**src/rtl/port2_rx_fifo_pkg.sv**
```systemverilog
// ----------------------------------------------------------------------------
// port2_rx_fifo_pkg
// Shared constants and types for the device port 2 receive buffer.
//   - default word width and bus addresses for the data and status registers
//   - bit positions of the flags inside the status byte
//   - read-decode selector enum and a status-byte packing helper
// ----------------------------------------------------------------------------
package port2_rx_fifo_pkg;

    localparam int unsigned P2_DATA_WIDTH  = 8;
    localparam logic [7:0]  P2_ADDR_DATA   = 8'hF0;
    localparam logic [7:0]  P2_ADDR_STATUS = 8'hF1;

    // Status byte layout: {overflow, full, empty, 1'b0, count[3:0]}
    localparam int unsigned P2_ST_OVF   = 7;
    localparam int unsigned P2_ST_FULL  = 6;
    localparam int unsigned P2_ST_EMPTY = 5;

    typedef enum logic [1:0] {
        RdNone,
        RdData,
        RdStatus
    } rd_sel_e;

    function automatic logic [7:0] pack_status(
        input logic       ovf,
        input logic       full,
        input logic       empty,
        input logic [3:0] cnt
    );
        logic [7:0] st;
        st              = '0;
        st[P2_ST_OVF]   = ovf;
        st[P2_ST_FULL]  = full;
        st[P2_ST_EMPTY] = empty;
        st[3:0]         = cnt;
        return st;
    endfunction

endpackage

```
**src/rtl/port2_rx_fifo_sync_fifo.sv**
```systemverilog
// ----------------------------------------------------------------------------
// port2_rx_fifo_sync_fifo
// Single-clock FIFO with a combinational head word. No overflow tracking:
// a push while full is ignored unless a pop happens in the same cycle.
// Ports:
//   i_clk, i_rst   clock, synchronous active-high reset
//   i_push, i_din  write request and word
//   i_pop          read request (ignored while empty)
//   o_dout         head word (valid when not empty)
//   o_count        number of stored words (0..DEPTH)
//   o_full/o_empty occupancy flags
// ----------------------------------------------------------------------------
module port2_rx_fifo_sync_fifo #(
    parameter int unsigned DW    = 8,
    parameter int unsigned DEPTH = 8
) (
    input  logic                       i_clk,
    input  logic                       i_rst,
    input  logic                       i_push,
    input  logic                       i_pop,
    input  logic [DW-1:0]              i_din,
    output logic [DW-1:0]              o_dout,
    output logic [$clog2(DEPTH):0]     o_count,
    output logic                       o_full,
    output logic                       o_empty
);

    localparam int unsigned AW = $clog2(DEPTH);
    localparam int unsigned CW = AW + 1;

    logic [DW-1:0] r_mem [DEPTH];
    logic [AW-1:0] r_wr_ptr;
    logic [AW-1:0] r_rd_ptr;
    logic [CW-1:0] r_count;

    logic w_do_push;
    logic w_do_pop;

    assign o_full  = (r_count == CW'(DEPTH));
    assign o_empty = (r_count == '0);
    assign o_count = r_count;
    assign o_dout  = r_mem[r_rd_ptr];

    // A pop frees a slot on the same edge, so a full FIFO may still accept a push.
    assign w_do_pop  = i_pop & ~o_empty;
    assign w_do_push = i_push & (~o_full | w_do_pop);

    // Storage needs no reset; pointers and count define validity.
    always_ff @(posedge i_clk) begin
        if (w_do_push) begin
            r_mem[r_wr_ptr] <= i_din;
        end
    end

    always_ff @(posedge i_clk) begin
        if (i_rst) begin
            r_wr_ptr <= '0;
            r_rd_ptr <= '0;
            r_count  <= '0;
        end else begin
            if (w_do_push) begin
                r_wr_ptr <= r_wr_ptr + AW'(1);
            end
            if (w_do_pop) begin
                r_rd_ptr <= r_rd_ptr + AW'(1);
            end
            case ({w_do_push, w_do_pop})
                2'b10:   r_count <= r_count + CW'(1);
                2'b01:   r_count <= r_count - CW'(1);
                default: r_count <= r_count;
            endcase
        end
    end

endmodule

```
**src/rtl/port2_rx_fifo.sv**
```systemverilog
// ----------------------------------------------------------------------------
// port2_rx_fifo
// Receive buffer for device port 2. Words presented by an external device
// with an asynchronous strobe are synchronised, edge-detected and queued.
// The controller pops words or reads a status byte through two bus
// addresses; the registered output is zero unless this block was addressed,
// so it can sit on the data_bus daisy chain.
// Ports:
//   i_clk, i_rst      clock, synchronous active-high reset
//   i_dev_data        device word, stable while i_dev_strobe is high
//   i_dev_strobe      asynchronous strobe pin; each rising edge is one word
//   i_addr_bus, i_re  controller read address and read enable
//   o_data_bus_out    registered read data toward the data_bus node
//   o_irq             registered level interrupt (count >= IRQ_THRESH)
// ----------------------------------------------------------------------------
module port2_rx_fifo
    import port2_rx_fifo_pkg::*;
#(
    parameter int unsigned           DATA_WIDTH  = P2_DATA_WIDTH,
    parameter int unsigned           DEPTH       = 8,
    parameter logic [DATA_WIDTH-1:0] ADDR_DATA   = DATA_WIDTH'(P2_ADDR_DATA),
    parameter logic [DATA_WIDTH-1:0] ADDR_STATUS = DATA_WIDTH'(P2_ADDR_STATUS),
    parameter int unsigned           IRQ_THRESH  = 1
) (
    input  logic                  i_clk,
    input  logic                  i_rst,
    input  logic [DATA_WIDTH-1:0] i_dev_data,
    input  logic                  i_dev_strobe,
    input  logic [DATA_WIDTH-1:0] i_addr_bus,
    input  logic                  i_re,
    output logic [DATA_WIDTH-1:0] o_data_bus_out,
    output logic                  o_irq
);

    localparam int unsigned CW = $clog2(DEPTH) + 1;

    // Strobe synchroniser and edge detector
    logic r_sync1;
    logic r_sync2;
    logic r_sync3;
    logic w_strobe_rise;

    // Captured word waiting to enter the FIFO
    logic                  r_push;
    logic [DATA_WIDTH-1:0] r_push_data;

    logic                  r_ovf;
    logic                  r_irq;
    logic [DATA_WIDTH-1:0] r_data_bus_out;

    logic [DATA_WIDTH-1:0] w_head;
    logic [CW-1:0]         w_count;
    logic [CW-1:0]         w_count_next;
    logic                  w_full;
    logic                  w_empty;
    rd_sel_e               w_rd_sel;
    logic                  w_pop_req;
    logic                  w_do_pop;
    logic                  w_do_push;
    logic                  w_ovf_evt;
    logic                  w_ovf_next;
    logic                  w_irq_next;
    logic [7:0]            w_status;
    logic [DATA_WIDTH-1:0] w_dout_next;

    assign w_strobe_rise = r_sync2 & ~r_sync3;

    always_ff @(posedge i_clk) begin
        if (i_rst) begin
            r_sync1     <= 1'b0;
            r_sync2     <= 1'b0;
            r_sync3     <= 1'b0;
            r_push      <= 1'b0;
            r_push_data <= '0;
        end else begin
            r_sync1     <= i_dev_strobe;
            r_sync2     <= r_sync1;
            r_sync3     <= r_sync2;
            r_push      <= w_strobe_rise;
            if (w_strobe_rise) begin
                r_push_data <= i_dev_data;
            end
        end
    end

    always_comb begin
        w_rd_sel = RdNone;
        if (i_re) begin
            if (i_addr_bus == ADDR_DATA) begin
                w_rd_sel = RdData;
            end else if (i_addr_bus == ADDR_STATUS) begin
                w_rd_sel = RdStatus;
            end
        end
    end

    assign w_pop_req = (w_rd_sel == RdData);
    assign w_do_pop  = w_pop_req & ~w_empty;
    // A full FIFO still takes the push when a pop frees a slot on the same edge.
    assign w_do_push = r_push & (~w_full | w_do_pop);
    assign w_ovf_evt = r_push & w_full & ~w_pop_req;

    assign w_count_next = w_count + CW'(w_do_push) - CW'(w_do_pop);
    assign w_status     = pack_status(r_ovf, w_full, w_empty, 4'(w_count));

    always_comb begin
        w_dout_next = '0;
        unique case (w_rd_sel)
            RdData:   w_dout_next = w_empty ? '0 : w_head;
            RdStatus: w_dout_next = DATA_WIDTH'(w_status);
            default:  w_dout_next = '0;
        endcase
    end

    // A status read clears overflow, but a fresh overflow on the same edge wins.
    assign w_ovf_next = (r_ovf & (w_rd_sel != RdStatus)) | w_ovf_evt;
    assign w_irq_next = (32'(w_count_next) >= IRQ_THRESH);

    always_ff @(posedge i_clk) begin
        if (i_rst) begin
            r_ovf          <= 1'b0;
            r_irq          <= 1'b0;
            r_data_bus_out <= '0;
        end else begin
            r_ovf          <= w_ovf_next;
            r_irq          <= w_irq_next;
            r_data_bus_out <= w_dout_next;
        end
    end

    assign o_data_bus_out = r_data_bus_out;
    assign o_irq          = r_irq;

    port2_rx_fifo_sync_fifo #(
        .DW    (DATA_WIDTH),
        .DEPTH (DEPTH)
    ) u_fifo (
        .i_clk   (i_clk),
        .i_rst   (i_rst),
        .i_push  (w_do_push),
        .i_pop   (w_do_pop),
        .i_din   (r_push_data),
        .o_dout  (w_head),
        .o_count (w_count),
        .o_full  (w_full),
        .o_empty (w_empty)
    );

endmodule

```
**config.mk**
```make
export PLATFORM = sky130hd
export DESIGN_NAME = port2_rx_fifo
export DESIGN_NICKNAME = d
export VERILOG_FILES = /design/src/rtl/port2_rx_fifo_pkg.sv /design/src/rtl/port2_rx_fifo_sync_fifo.sv /design/src/rtl/port2_rx_fifo.sv
export SDC_FILE = /design/constraint.sdc
export NUM_CORES = 1
export LEC_CHECK = 0
export BUFFER_PORTS_ARGS = -buffer_cell sky130_fd_sc_hd__buf_2
export CAP_MARGIN = 20
export CORE_ASPECT_RATIO = 1.4
export CORE_UTILIZATION = 50
export CTS_BUF_LIST = sky130_fd_sc_hd__clkbuf_16
export DETAILED_ROUTE_END_ITERATION = 10
export GPL_ROUTABILITY_DRIVEN = 1
export PLACE_DENSITY = 0.7
export SYNTH_ARGS = -nofsm -noshare
export SYNTH_HDL_FRONTEND = slang
export SYNTH_SLANG_ARGS = --single-unit
```
**constraint.sdc**
```tcl
create_clock -name i_clk -period 3.6 [get_ports i_clk]
set_input_delay 0 -clock i_clk [delete_from_list [all_inputs] [get_ports i_clk]]
set_output_delay 0 -clock i_clk [all_outputs]
set_load 0.02 [all_outputs]
```
==> results of run 1 <==
sequential cells by signal, indices dropped and copies added, names as in the netlist, named ones only:
| name | cells |
|---|---|
| o_data_bus_out | 8 |
| o_irq | 1 |
| r_ovf | 1 |
| r_push | 1 |
| r_push_data | 8 |
| r_sync1 | 1 |
| r_sync2 | 1 |
| r_sync3 | 1 |
| u_fifo.o_count | 4 |
| u_fifo.r_mem | 64 |
| u_fifo.r_rd_ptr | 3 |
| u_fifo.r_wr_ptr | 3 |
how the worst min path moves through the flow:
stage | cells after the start | slack, ns | end | startpoint
global route | 3 | 0.03 | r_ovf | i_addr_bus[0]
finish | 3 | 0.03 | r_ovf | i_addr_bus[0]
CTS | 3 | 0.03 | r_ovf | i_addr_bus[0]
global placement | 2 | 0.21 | r_sync1 | i_dev_strobe
floorplan | 1 | 0.13 | r_sync1 | i_dev_strobe
detailed placement | 2 | 0.24 | r_sync1 | i_dev_strobe
cell usage after synthesis (3+ instances only):
| master | number |
|---|---|
| ha_1 | 11 |
| inv_1 | 10 |
| dfxtp_1 | 35 |
| nand2b_1 | 4 |
| mux2i_1 | 10 |
| nor2b_1 | 8 |
| nor4_1 | 3 |
| xnor2_1 | 3 |
| nor2_1 | 22 |
| nor3_1 | 5 |
| mux4_2 | 16 |
| a21oi_1 | 9 |
| edfxtp_1 | 64 |
| nor3b_1 | 3 |
| nand3b_1 | 3 |
| a22o_1 | 7 |
| mux2_2 | 8 |
| clkbuf_1 | 7 |
logic make-up (layout without fill, tap and decap cells):
logic type	count (synthesis)	after routing	share of synthesized area
DFF	99	99	0.658
and+or+nand+nor	58	58	0.0841
muxes	35	35	0.142
AOI/OAI and AO/OA	22	22	0.0389
buffers and inverters	21	77	0.0217
adders and majority gates	13	13	0.0446
xor gates and xnor gates	5	5	0.0110
stage by stage:
stage | area, µm² | instances | utilization | hold WS [ns]
after floorplan | 3990 | 253 | - | 0.128
after global placement | 4290 | 381 | 0.553 | 0.209
after detailed placement | 4290 | 381 | 0.553 | 0.240
after CTS | 4660 | 406 | 0.601 | 0.0250
after global routing | 4700 | 409 | 0.606 | 0.0271
final | 4700 | 409 | 0.606 | 0.0322
layer usage:
layer  vias to the layer above  share of wire
met1                      1090           0.41
li1                       1058              -
met4                         0          0.019
met3                         9          0.028
met2                        41           0.54
met5                         -              0
critical path, stage by stage, from the launching register on:
cell      delay [ns]
dfxtp_1         0.39
inv_1           0.10
ha_1            0.19
nor3b_1         0.16
o41a_1          0.39
nand2b_1        0.27
ha_1            0.27
ha_1            0.33
a21oi_1         0.21
a21oi_1         0.11
or4_1           0.47
a21oi_1         0.16
final cells by class:
cell class / count / area (µm²)
fill: 581 / 3050
sequential: 99 / 2620
multi-input combinational: 133 / 1280
timing repair buffer: 51 / 353
clock buffer: 9 / 225
tap: 100 / 125
clock inverter: 7 / 55.1
inverter: 10 / 37.5
power groups by stage:
stage	Clock (W)	Combinational, W	Sequential, W
floorplan	0	0.0000240	0.00124
CTS	0.000911	0.0000499	0.00122
global route	0.000957	0.0000550	0.00122
global placement	0	0.0000412	0.00124
finish	0.000893	0.0000500	0.00122
detailed placement	0	0.0000424	0.00124
==> flow_metrics.env, run 1 <==
export IMPL_p_sw_w=0.000400
export IMPL_rr_worst_depth=11
export IMPL_diodes=0
export IMPL_p_int_w=0.00176
export IMPL_p_clk_frac=0.413
export IMPL_port_buffers=28
export IMPL_track_usage=0.188
export IMPL_rsz0062_at_grt="no"
export IMPL_antenna_found_initial=0
export IMPL_met3_usage=0.0475
export IMPL_power_share_switching=0.185
export IMPL_synthCells=253
export IMPL_ir_drop_uv=337
export IMPL_synth_top_cell_area_share=0.482
export IMPL_startpoint="u_fifo.o_count[2]"
export IMPL_cts_root_buf="clkbuf_16"
export IMPL_synth_ff_type="edfxtp_1"
export IMPL_syn_area_per_cell_um2=15.8
export IMPL_grt_busiest_layer="met2"
export IMPL_crit_end="u_fifo.o_count[3]"
export IMPL_skew_ns=0.00656
export IMPL_drtPass1Iterations=4
export IMPL_drive_gt1_frac=0.265
export IMPL_wl_per_cell_um=17.3
export IMPL_cts_tree="done"
export IMPL_start_util=0.514
export IMPL_grt_pass1_vias=2200
export IMPL_grt_pass1_wl_um=11200
export IMPL_cts_buffers=9
export IMPL_vias=2198
export IMPL_finalSetupTns_ns=0
export IMPL_layout_common_cells="edfxtp_1 (64), dfxtp_1 (35), buf_2 (28), nor2_1 (22), mux4_2 (16)"
export IMPL_tightest_slew_ns=0.803
export IMPL_min_period_over_period=0.873
export IMPL_sequentialPowerShare=0.564
export IMPL_max_freq_mhz=318
export IMPL_fp_dieH_um=108
export IMPL_crit_path_end_kind="flip-flop"
export IMPL_clk_latency_ns=0.33
export IMPL_grt_use_met1=0.207
export IMPL_fin_total_pwr_w=0.00216
export IMPL_ys_warn_count=0
export IMPL_required_ns=3.85
export IMPL_setup_ws_ns=0.459
export IMPL_cts_resized=0
export IMPL_synth_top_area_cell="edfxtp_1"
export IMPL_path_clk_slew_ns=0.06
export IMPL_area_growth_pct=17.8
export IMPL_overflow=0
export IMPL_antenna_left=0
export IMPL_use_met2=0.339
export IMPL_synth_distinct_cells=39
export IMPL_p_comb_frac=0.023
export IMPL_r2r_end="u_fifo.o_count[3]"
export IMPL_cts_setup_buffers=0
export IMPL_avgViaCountPerCell=5.37
export IMPL_dieArea_um2=8340
export IMPL_async_reset_ff_frac=0
export IMPL_pin_count=29
export IMPL_synth_edf_count=64
export IMPL_ys_seq_elements=99
export IMPL_fin_nets=337
export IMPL_layout_commonest_cell="edfxtp_1"
export IMPL_num_rows=38
export IMPL_crit_arrival_ns=3.40
export IMPL_core_area_um2=7750
export IMPL_critPathMaxFanout=6
export IMPL_pre_cts_slack_ns=0.513
export IMPL_p_leak_nw=1.70
export IMPL_cap_viol_max_count=0
export IMPL_drcViolationCount=0
export IMPL_fp_dieW_um=77.5
export IMPL_setup_viol_count_final=0
export IMPL_grt_max_degree=29
export IMPL_pwr_density_cell_nw_per_um2=461
export IMPL_hold_violations=0
export IMPL_slew_headroom=0.464
export IMPL_path_class="reg2reg"
export IMPL_postCtsHoldBufs=9
export IMPL_outcome="complete, no violations"
export IMPL_reg2reg_slack_ns=0.46
export IMPL_start_kind="flip-flop"
export IMPL_final_min_clock_period_ns=3.14
export IMPL_ys_seq_area_frac=0.658
export IMPL_slew_violations=0
export IMPL_dpl_hpwl_um=4660
export IMPL_detail_route_iter0_violations=93
export IMPL_cts_sinks=99
export IMPL_gp_congestion=0.744
export IMPL_syn_nets=286
export IMPL_hold_class="in2reg"
export IMPL_synthesis_area_um2=3990
export IMPL_wl_um=7080
export IMPL_netlist_top_cells_area="edfxtp_1 (48%), dfxtp_1 (18%), mux4_2 (9.0%)"
export IMPL_clk_path_buf_depth=2
export IMPL_r2r_start="u_fifo.o_count[2]"
export IMPL_htreeDepth=3
Note: power is estimated with default switching activity, not from simulation.
==> run 2: changes to the inputs <==
==> constraint.sdc (replaced) <==
create_clock -name i_clk -period 3.6 [get_ports i_clk]
set_input_delay 0.36 -clock i_clk [delete_from_list [all_inputs] [get_ports i_clk]]
set_output_delay 0.36 -clock i_clk [all_outputs]
set_load 0.02 [all_outputs]
==> flow_metrics.env, run 2 (synthesis results as in run 1) <==
export IMPL_r2r_end="u_fifo.o_count[3]"
export IMPL_setup_viol_count_final=0
export IMPL_drtPass1Iterations=5
export IMPL_place_area_um2=4290
export IMPL_hold_violations=0
export IMPL_antenna_left=0
export IMPL_avgViaCountPerCell=5.57
export IMPL_rr_worst_depth=11
export IMPL_worstPathCellList="inv_1 -> ha_1 -> nor3b_1 -> o41a_1 -> nand2b_1 -> ha_1 -> ha_1 -> a21oi_1 -> a21oi_1 -> or4_1 -> a21oi_1"
export IMPL_drive_gt1_frac=0.272
export IMPL_crit_arrival_ns=3.45
export IMPL_cts_sinks=99
export IMPL_cap_viol_max_count=0
export IMPL_layout_commonest_cell="edfxtp_1"
export IMPL_drcViolationCount=0
export IMPL_whs_ns=0.231
export IMPL_hold_class="in2reg"
export IMPL_outcome="complete, no violations"
export IMPL_port_buffers=28
export IMPL_path_class="reg2reg"
export IMPL_fin_total_pwr_w=0.00215
export IMPL_detail_route_iter0_violations=94
export IMPL_dpl_hpwl_um=4820
export IMPL_slowest_stage="or4_1"
export IMPL_cts_resized=0
export IMPL_min_to="r_sync1"
export IMPL_cts_buffers=9
export IMPL_max_freq_mhz=313
export IMPL_pin_count=29
export IMPL_layout_common_cells="edfxtp_1 (64), dfxtp_1 (35), buf_2 (28), nor2_1 (22), mux4_2 (16)"
export IMPL_grt_max_degree=29
export IMPL_dieArea_um2=8340
export IMPL_final_min_clock_period_ns=3.19
export IMPL_cts_tree="done"
export IMPL_min_period_over_period=0.886
export IMPL_pwr_density_cell_nw_per_um2=471
export IMPL_overflow=0
export IMPL_fin_nets=326
export IMPL_utilization=0.590
export IMPL_area_growth_pct=14.7
export IMPL_ir_drop_uv=303
export IMPL_cts_root_buf="clkbuf_16"
export IMPL_postCtsHoldBufs=0
export IMPL_cts_setup_buffers=0
export IMPL_path_clk_slew_ns=0.06
export IMPL_track_usage=0.197
export IMPL_skew_ns=0.00521
export IMPL_vias=2218
export IMPL_largest_register_ffs=64
export IMPL_htreeDepth=3
export IMPL_wl_per_cell_um=18.6
export IMPL_grt_pass1_wl_um=11600
export IMPL_required_ns=3.86
export IMPL_r2r_start="u_fifo.o_count[2]"
export IMPL_top_register="u_fifo.r_mem"
export IMPL_critPathMaxFanout=6
export IMPL_diodes=0
export IMPL_tightest_slew_ns=1.09
export IMPL_min_from="i_dev_strobe"
export IMPL_fin_area_um2=4570
export IMPL_clk_path_buf_depth=2
export IMPL_fp_dieH_um=108
export IMPL_clk_latency_ns=0.34
export IMPL_whs_path_depth=2
export IMPL_start_kind="flip-flop"
export IMPL_p_leak_nw=1.64
export IMPL_wl_um=7410
export IMPL_gp_congestion=0.778
export IMPL_num_rows=38
export IMPL_start_util=0.514
export IMPL_critPathMaxStageDelay_ns=0.49
export IMPL_finalSetupTns_ns=0
export IMPL_fp_dieW_um=77.5
export IMPL_antenna_found_initial=0
export IMPL_slew_headroom=0.268
export IMPL_rsz0062_at_grt="no"
export IMPL_crit_path_end_kind="flip-flop"
export IMPL_core_area_um2=7750
export IMPL_reg2reg_slack_ns=0.41
export IMPL_slew_violations=0
export IMPL_grt_pass1_vias=2174
## run 2: per-stage QoR
step | setup slack [ns] | std cells
2_1_floorplan | 0.768 | 253
3_3_place_gp | 0.634 | 381
3_5_place_dp | 0.461 | 381
4_1_cts | 0.446 | 397
5_1_grt | 0.213 | 398
6_report | 0.409 | 398
## run 2: critical path, delay by kind of cell (launching register included)
family,cells,cell delay (ns)
AO/OA/AOI/OAI,4,0.89
adder cells (fa/ha/maj),3,0.79
buffers and inverters,1,0.10
flip-flops,1,0.40
AND/OR/NAND/NOR,3,0.94
## run 2: how the worst max path moves through the flow
stage                      start           endpoint  slack [ns]
2_1_floorplan  u_fifo.o_count[2]  u_fifo.o_count[3]        0.77
3_3_place_gp   u_fifo.o_count[2]  u_fifo.o_count[3]        0.63
3_5_place_dp   u_fifo.o_count[2]  u_fifo.o_count[3]        0.46
4_1_cts        u_fifo.o_count[2]  u_fifo.o_count[3]        0.45
5_1_grt        u_fifo.o_count[2]  u_fifo.o_count[3]        0.21
6_report       u_fifo.o_count[2]  u_fifo.o_count[3]        0.41
## run 2: layout make-up
class | count | area [µm²]
Timing Repair Buffer | 40 | 230
Sequential cell | 99 | 2620
Clock inverter | 6 | 30.0
Inverter | 10 | 37.5
Multi-Input combinational cell | 133 | 1280
Clock buffer | 10 | 250
Fill cell | 604 | 3180
Tap cell | 100 | 125
## run 2: metal layers
layer  vias to the layer above  global-route usage  wire (µm)
li1                       1037                   -          -
met1                      1114               0.225       2850
met2                        53               0.350       4110
met3                        14              0.0432        284
met4                         0              0.0863        162
met5                         -                   0          0
## run 2: report_power, final
group | switching (W) | total, W | internal [W]
sequential | 0.0000101 | 0.00122 | 0.00121
combinational | 0.0000219 | 0.0000422 | 0.0000203
clock | 0.000387 | 0.000890 | 0.000503
total | 0.000419 | 0.00215 | 0.00173
==> run 3: changes to the inputs <==
- PLACE_DENSITY: 0.7 -> 0.73
- REMOVE_ABC_BUFFERS: not set -> 1
- clock period: 3.6 -> 2.9 ns (I/O delays scaled with it)
==> flow_metrics.env, run 3 (synthesis results as in run 1) <==
export IMPL_clk_latency_ns=0.34
export IMPL_setup_viol_count_final=0
export IMPL_outcome="complete, no violations"
export IMPL_cap_viol_max_count=0
export IMPL_postCtsHoldBufs=0
export IMPL_area_growth_pct=18.0
export IMPL_crit_path_end_kind="flip-flop"
export IMPL_required_ns=3.17
export IMPL_slew_headroom=0.458
export IMPL_p_leak_nw=1.70
export IMPL_pwr_density_cell_nw_per_um2=556
export IMPL_utilization=0.607
export IMPL_wl_met3_um=194
export IMPL_start_util=0.514
export IMPL_start_kind="flip-flop"
export IMPL_ir_drop_uv=516
export IMPL_antenna_found_initial=0
export IMPL_vias=2191
export IMPL_max_freq_mhz=357
export IMPL_wl_um=7460
export IMPL_core_area_um2=7750
export IMPL_fp_dieH_um=108
export IMPL_overflow=0
export IMPL_final_min_clock_period_ns=2.80
export IMPL_startpoint="u_fifo.o_count[3]"
export IMPL_num_rows=38
export IMPL_hold_violations=0
export IMPL_detail_route_iter0_violations=110
export IMPL_met2_length_um=4170
export IMPL_top_register="u_fifo.r_mem"
export IMPL_cts_tree="done"
export IMPL_wl_per_cell_um=18.3
export IMPL_whs_ns=0.163
export IMPL_critPathMaxFanout=5
export IMPL_dieArea_um2=8340
export IMPL_min_from="i_dev_strobe"
export IMPL_r2r_start="u_fifo.o_count[3]"
export IMPL_cts_buffers=9
export IMPL_largest_register_ffs=64
export IMPL_track_usage=0.194
export IMPL_avgViaCountPerCell=5.38
export IMPL_layout_common_cells="edfxtp_1 (64), dfxtp_1 (33), buf_2 (28), nor2_1 (22), buf_4 (21)"
export IMPL_pin_count=29
export IMPL_cts_sinks=99
export IMPL_dr_max_layer_used="met4"
export IMPL_diodes=0
export IMPL_hold_class="in2reg"
export IMPL_pre_cts_slack_ns=0.0841
export IMPL_fin_nets=335
export IMPL_dpl_hpwl_um=4840
export IMPL_port_buffers=28
export IMPL_fp_dieW_um=77.5
export IMPL_path_clk_slew_ns=0.07
export IMPL_setup_ws_ns=0.0998
export IMPL_tightest_slew_ns=0.812
export IMPL_gp_congestion=0.822
export IMPL_layout_commonest_cell="edfxtp_1"
export IMPL_antenna_left=0
export IMPL_drcViolationCount=0
export IMPL_crit_arrival_ns=3.07
export IMPL_cts_root_buf="clkbuf_16"
export IMPL_grt_max_degree=29
export IMPL_min_period_over_period=0.966
export IMPL_drtPass1Iterations=4
export IMPL_drive_gt1_frac=0.342
export IMPL_clk_path_buf_depth=2
export IMPL_grt_pass1_vias=2192
export IMPL_grt_pass1_wl_um=11400
export IMPL_htreeDepth=3
export IMPL_skew_ns=0.0105
export IMPL_wl_met1_um=2910
export IMPL_slew_violations=0
export IMPL_path_class="reg2reg"
run 3: cell types whose count changed in the layout (fill, tap and decap cells not counted), sizes merged:
| cell | previous run | this run |
|---|---|---|
| buf | 40 | 49 |
| clkbuf | 10 | 9 |
| clkinv | 3 | 4 |
| clkinvlp | 0 | 1 |
| inv | 13 | 12 |
run 3: cell type report:
| cell class | count | area [µm²] |
|---|---|---|
| clock buffer | 9 | 225 |
| multi-input combinational | 133 | 1360 |
| sequential | 99 | 2630 |
| timing repair buffer | 49 | 298 |
| clock inverter | 7 | 37.5 |
| tap | 100 | 125 |
| fill | 580 | 3040 |
| inverter | 10 | 37.5 |
run 3: per-layer routing:
| layer | track usage | vias to the layer above |
|---|---|---|
| li1 | - | 1051 |
| met1 | 0.214 | 1077 |
| met2 | 0.344 | 48 |
| met3 | 0.0339 | 15 |
| met4 | 0.124 | 0 |
| met5 | 0 | - |
run 3: path summary, 6_finish.rpt:
check        slack (ns)                end  cells past startpoint
max                 0.1  u_fifo.o_count[3]                     11
min                0.16            r_sync1                      2
max reg2reg         0.1  u_fifo.o_count[3]                     11
min reg2reg        0.41             r_push                      1
run 3: what timing repair did:
action | 4_1_cts | 5_1_grt
gates resized for setup | 0 | 18
buffers inserted | 0 | 1
setup endpoints to repair | 0 | 2
run 3: per-stage QoR:
step                std cells  TNS, ns  total power [W]  instance area, µm²
CTS                       406        0          0.00265                4620
floorplan                 242        0          0.00157                3940
finish                    407        0          0.00262                4710
global placement          390        0          0.00160                4350
global route              407  -0.0296          0.00270                4710
detailed placement        390        0          0.00160                4350
run 3: power breakdown:
part | internal, W | leakage (nW) | total, W | switching (W)
Sequential | 0.00150 | 0.897 | 0.00151 | 0.0000120
Clock | 0.000570 | 0.135 | 0.00105 | 0.000476
Combinational | 0.0000293 | 0.665 | 0.0000598 | 0.0000304
run 3: critical path, cell delays in order (launching register included):
cell and delay (ns):
dfxtp_4 0.36, inv_1 0.04, ha_1 0.17, nor3b_4 0.16
o41a_1 0.41, nand2b_1 0.19, ha_2 0.22, ha_4 0.29
nand3_1 0.09, and3_1 0.19, or4_1 0.42, a21oi_2 0.16
